`config.mk`:
```
export PLATFORM = sky130hd
export DESIGN_NAME = ray_dispatcher
export DESIGN_NICKNAME = d
export VERILOG_FILES = /design/src/rtl/ray_dispatcher.sv
export SDC_FILE = /design/constraint.sdc
export NUM_CORES = 1
export LEC_CHECK = 0
export CAP_MARGIN = 20
export CORE_UTILIZATION = 55
export DETAILED_ROUTE_END_ITERATION = 16
export GPL_TIMING_DRIVEN = 0
export PLACE_DENSITY = 0.92
export SYNTH_ARGS = -nofsm -noshare
export SYNTH_HDL_FRONTEND = slang
export SYNTH_SLANG_ARGS = --single-unit
export TNS_END_PERCENT = 20
```
`constraint.sdc`:
```
create_clock -name clk -period 5.1 [get_ports clk]
set_clock_uncertainty 0.15 [all_clocks]
set_input_delay 0.765 -clock clk [delete_from_list [all_inputs] [get_ports clk]]
set_output_delay 0.765 -clock clk [all_outputs]
set_load 0.005 [all_outputs]
```
`src/rtl/ray_dispatcher.sv`:
```
// Raster-order primary-ray dispatcher: one pixel per cycle into the ray core, counts retirements, flags end of frame.
// Optional build macro RAY_DISPATCH_PERF_EN adds stall_cycles / frame_cycles performance counters.

package ray_dispatcher_pkg;
   typedef struct packed {
      logic [15:0] x;
      logic [15:0] y;
      logic [7:0]  sample_id;
      logic [7:0]  flags;
   } RasterInputData;
endpackage

module ray_dispatcher
   import ray_dispatcher_pkg::*;
#(
   parameter int SCREEN_WIDTH  = 320,
   parameter int SCREEN_HEIGHT = 240,
   parameter int X_WIDTH       = 9,
   parameter int Y_WIDTH       = 8,
   parameter int CNT_WIDTH     = 17
) (
   input  logic           clk,
   input  logic           reset,
   input  logic           start,
   input  logic           fifo_full,
   output logic           add_input,
   output RasterInputData input_data,
   input  logic           core_valid,
   output logic           busy,
   output logic           frame_done,
   output logic           overrun
`ifdef RAY_DISPATCH_PERF_EN
   ,
   output logic [31:0]    stall_cycles,
   output logic [31:0]    frame_cycles
`endif
);

   localparam logic [X_WIDTH-1:0]   X_LAST  = X_WIDTH'(SCREEN_WIDTH - 1);
   localparam logic [Y_WIDTH-1:0]   Y_LAST  = Y_WIDTH'(SCREEN_HEIGHT - 1);
   localparam logic [CNT_WIDTH-1:0] TOTAL_C = CNT_WIDTH'(SCREEN_WIDTH * SCREEN_HEIGHT);

   typedef enum logic [1:0] {IDLE, ISSUE, DRAIN, DONE} state_t;

   state_t                state, state_nxt;
   logic [X_WIDTH-1:0]    x;
   logic [Y_WIDTH-1:0]    y;
   logic [CNT_WIDTH-1:0]  issued, retired, retired_nxt;
   logic                  push, last_px, retire_ok, frame_start;

   always_comb begin
      state_nxt   = state;
      push        = (state == ISSUE) && !fifo_full;
      last_px     = (x == X_LAST) && (y == Y_LAST);
      frame_start = (state == IDLE) && start;
      // A completion only counts while something is actually outstanding.
      retire_ok   = core_valid && ((state == ISSUE) || (state == DRAIN)) && (retired != issued);
      retired_nxt = retired + CNT_WIDTH'(retire_ok);
      case (state)
         IDLE:    if (start) state_nxt = ISSUE;
         ISSUE:   if (push && last_px) state_nxt = DRAIN;
         DRAIN:   if (retired_nxt == TOTAL_C) state_nxt = DONE;
         DONE:    state_nxt = IDLE;
         default: state_nxt = IDLE;
      endcase
   end

   always_ff @(posedge clk or posedge reset) begin
      if (reset) begin
         state   <= IDLE;
         x       <= '0;
         y       <= '0;
         issued  <= '0;
         retired <= '0;
         overrun <= 1'b0;
      end else begin
         state <= state_nxt;
         if (frame_start) begin
            x       <= '0;
            y       <= '0;
            issued  <= '0;
            retired <= '0;
         end else begin
            // The final pixel leaves x/y parked on the last coordinate.
            if (push && !last_px) begin
               if (x == X_LAST) begin
                  x <= '0;
                  y <= y + Y_WIDTH'(1);
               end else begin
                  x <= x + X_WIDTH'(1);
               end
            end
            if (push)
               issued <= issued + CNT_WIDTH'(1);
            if (retire_ok)
               retired <= retired_nxt;
         end
         if (core_valid && !retire_ok)
            overrun <= 1'b1;
      end
   end

   always_comb begin
      input_data   = '0;
      input_data.x = 16'(x);
      input_data.y = 16'(y);
   end

   assign add_input  = push;
   assign busy       = (state == ISSUE) || (state == DRAIN);
   assign frame_done = (state == DONE);

`ifdef RAY_DISPATCH_PERF_EN
   function automatic logic [31:0] sat_inc(input logic [31:0] v);
      return (v == 32'hFFFF_FFFF) ? v : v + 32'd1;
   endfunction

   always_ff @(posedge clk or posedge reset) begin
      if (reset) begin
         stall_cycles <= '0;
         frame_cycles <= '0;
      end else if (frame_start) begin
         stall_cycles <= '0;
         frame_cycles <= '0;
      end else begin
         if ((state == ISSUE) && fifo_full)
            stall_cycles <= sat_inc(stall_cycles);
         if (busy)
            frame_cycles <= sat_inc(frame_cycles);
      end
   end
`endif

endmodule

```
==> metrics <==
DR vias/cell 5.87; max_cap viols 0; CP top delay family simple AND/OR/NAND/NOR gates; initial core utilization 0.573; nature of the critical path endpoint flip-flop; floorplan row count 29; synth warn 0; H-tree depth 2; final cell count without fillers 550; area grow syn2layout 15.9%; Hold Crit Class reg2reg; drt drc 0; wirelength, routed 9090 um; via count 3231; initial antenna violation count 0; total CTS buffers 5; DR pass1 iterations 6; critical-path cell list buf_2, xnor2_1, nand4_1, nor4_1, a21o_1, clkbuf_1, inv_1, ha_1, and3_1, clkbuf_1, a2111oi_4, o221ai_1, nor4_2, a31oi_1, mux2_1; Tightest Pin Transition 867 ps; first-pass GRT wire length 14700 um; leak pwr 1.88 nW; Seq/Total Area, Yosys 0.371; Syn Inst Count 409; Post-Syn Area per Cell 8.90 um2; Startpoint Class flip-flop; largest net degree at the start of global routing 45; WHS Path Cells 1; worst slack, placed 865 ps; Resized cells post-CTS 0; Slew Viols, Final 0; crit-path most repeated cell clkbuf_1; Worst path slowest cell nor4_2; GRT Total Usage 0.262; vias in the first global route 3236; Core Area 0.00635 mm2; Final Core Density 0.664; post-layout instance area 0.00422 mm2; DR WL/cell 16.5 um; crit-path max cell delay 460 ps; Cell Pwr Density 297 mW/mm2; crit path DAT 4530 ps; Clk Latency, worst-skew pair 320 ps; Detailed Place HPWL 6230 um; Sink Count 54; status finished, final reports clean; worst path buffer plus inverter count 4; Synth Register Bits 54; Die Y 83.3 um; GP Congestion 0.873; clock-pin slew on the worst setup and hold paths 110 ps; critical path depth 15; Worst Path Max Fanout 9; Inst Count DP 542; CP required 5160 ps; Worst Slack Setup Final 630 ps; Total Nets Final 487; Main synth FF type dfrtp_1; min Tclk post-route 4470 ps; I/O pin cnt 57; root buffer cell clkbuf_8; Final ANT Viol Nets 0; CTS max path bufs 2; CTS tree done; setup_tns 0 ps; cell area after placement 0.00412 mm2; share of cells above drive strength 1 0.135; EDFF count, synth 0; max_slew headroom 0.418; gr ovfl total 0; die span in x 83.3 um; Peak supply drop 268 uV; maximum clock frequency 0.224 GHz; post-synthesis cell type count 53; asr flop ratio synth 1.00; Hold Buf Count CTS 0; endpoints failing setup 0; Setup CP Type reg2reg; period utilization 0.876; Inserted Diodes 0; Fin. Hold Viols 0; Mapped Area 0.00364 mm2; buffer count from post-CTS setup fixing 0; Port-buffer cells 25; Initial DRC Count 308; Die ar. 0.00694 mm2; unrepaired setup endpoints after global routing no; Reg2Reg Depth 15
[cell type report]
type | instances | area [um2]
Clock buffer | 6 | 82.6
Buffer | 55 | 350
Tap cell | 77 | 96.3
Inverter | 14 | 52.6
Multi-Input combinational cell | 316 | 2000
Timing Repair Buffer | 26 | 270
Fill cell | 485 | 2130
Clock inverter | 2 | 16.3
Sequential cell | 54 | 1350
[worst paths after layout]
kind	from	to	slack, ps
max reg2reg	retired[12]$_DFFE_PP0P_	state[1]$_DFFE_PP0P_	630
min in group asynchronous	reset	overrun$_DFFE_PP0P_	530
max	retired[12]$_DFFE_PP0P_	state[1]$_DFFE_PP0P_	630
min reg2reg	overrun$_DFFE_PP0P_	overrun$_DFFE_PP0P_	320
max in group asynchronous	reset	issued[6]$_DFFE_PP0P_	3740
min	overrun$_DFFE_PP0P_	overrun$_DFFE_PP0P_	320
[layout by cell type (no fill, tap or decap), types with 2 or more instances in the layout]
cell,Yosys,layout
a2111oi_0,4,4
a211oi_1,8,8
a21bo_2,2,2
a21o_1,4,4
a21oi_1,11,11
a31oi_1,4,4
and2_1,3,3
and3_1,6,6
and4_1,4,4
buf_2,10,10
buf_4,33,33
clkbuf_1,11,11
clkbuf_8,0,6
clkdlybuf4s50_1,0,25
conb_1,1,31
dfrtp_1,54,54
ha_1,10,10
inv_1,14,13
mux2i_1,3,3
nand2_1,33,33
nand3_1,19,19
nand3b_1,2,2
nand4_1,11,11
nand4b_1,2,2
nor2_1,47,47
nor2b_1,3,3
nor3_1,6,6
nor4_1,5,5
o21ai_0,13,13
o31ai_1,6,6
o41ai_1,2,2
or3_1,6,6
or4_1,3,3
xnor2_1,34,34
xor2_1,15,15
[Yosys cell counts (2+ instances only)]
master | count | area [um2]
dfrtp_1 | 54 | 1350
nor2_1 | 47 | 176
xnor2_1 | 34 | 298
buf_4 | 33 | 248
nand2_1 | 33 | 124
nand3_1 | 19 | 95.1
xor2_1 | 15 | 131
inv_1 | 14 | 52.6
o21ai_0 | 13 | 65.1
a21oi_1 | 11 | 55.1
clkbuf_1 | 11 | 41.3
nand4_1 | 11 | 68.8
buf_2 | 10 | 50.1
ha_1 | 10 | 125
a211oi_1 | 8 | 60.1
and3_1 | 6 | 37.5
nor3_1 | 6 | 30.0
o31ai_1 | 6 | 45.0
or3_1 | 6 | 37.5
nor4_1 | 5 | 31.3
a2111oi_0 | 4 | 35.0
a21o_1 | 4 | 30.0
a31oi_1 | 4 | 25.0
and4_1 | 4 | 35.0
and2_1 | 3 | 18.8
mux2i_1 | 3 | 30.0
nor2b_1 | 3 | 18.8
or4_1 | 3 | 22.5
a21bo_2 | 2 | 20.0
nand3b_1 | 2 | 15.0
nand4b_1 | 2 | 17.5
o41ai_1 | 2 | 17.5
[cells by family (layout without fill, tap and decap cells)]
kind of cell             after synthesis  after routing  share of synthesized area
XOR/XNOR                              49             49                      0.118
multiplexers                           4              4                     0.0113
AND/OR/NAND/NOR                      158            158                      0.225
adder cells (fa/ha/maj)               10             10                     0.0344
buffers and inverters                 69            103                      0.111
flip-flops                            54             54                      0.371
AO/OA/AOI/OAI                         64             64                      0.128
other                                  1             31                    0.00103
[power breakdown]
part           total (W)  internal [W]  switching, W
clock network   0.000273      0.000112      0.000161
logic           0.000468      0.000184      0.000284
registers       0.000510      0.000465     0.0000448
[through the flow]
step	hold WS, ps	power (W)
6_report	316	0.00125
5_1_grt	329	0.00129
4_1_cts	318	0.00123
3_5_place_dp	297	0.000961
3_3_place_gp	289	0.000929
2_1_floorplan	301	0.000795
[registers in the layout, indices dropped and copies added (netlist names)]
register and flops:
x 9, y 8, issued 17, overrun 1
state 2, retired 17
[metal layers]
| metal | up-vias | GRT usage | wire [um] |
|---|---|---|---|
| li1 | 1493 | - | - |
| met1 | 1553 | 0.297 | 3610 |
| met2 | 151 | 0.476 | 4650 |
| met3 | 34 | 0.0417 | 540 |
| met4 | 0 | 0.130 | 289 |
| met5 | - | 0 | 0 |
Note: power is estimated with default switching activity, not from simulation.
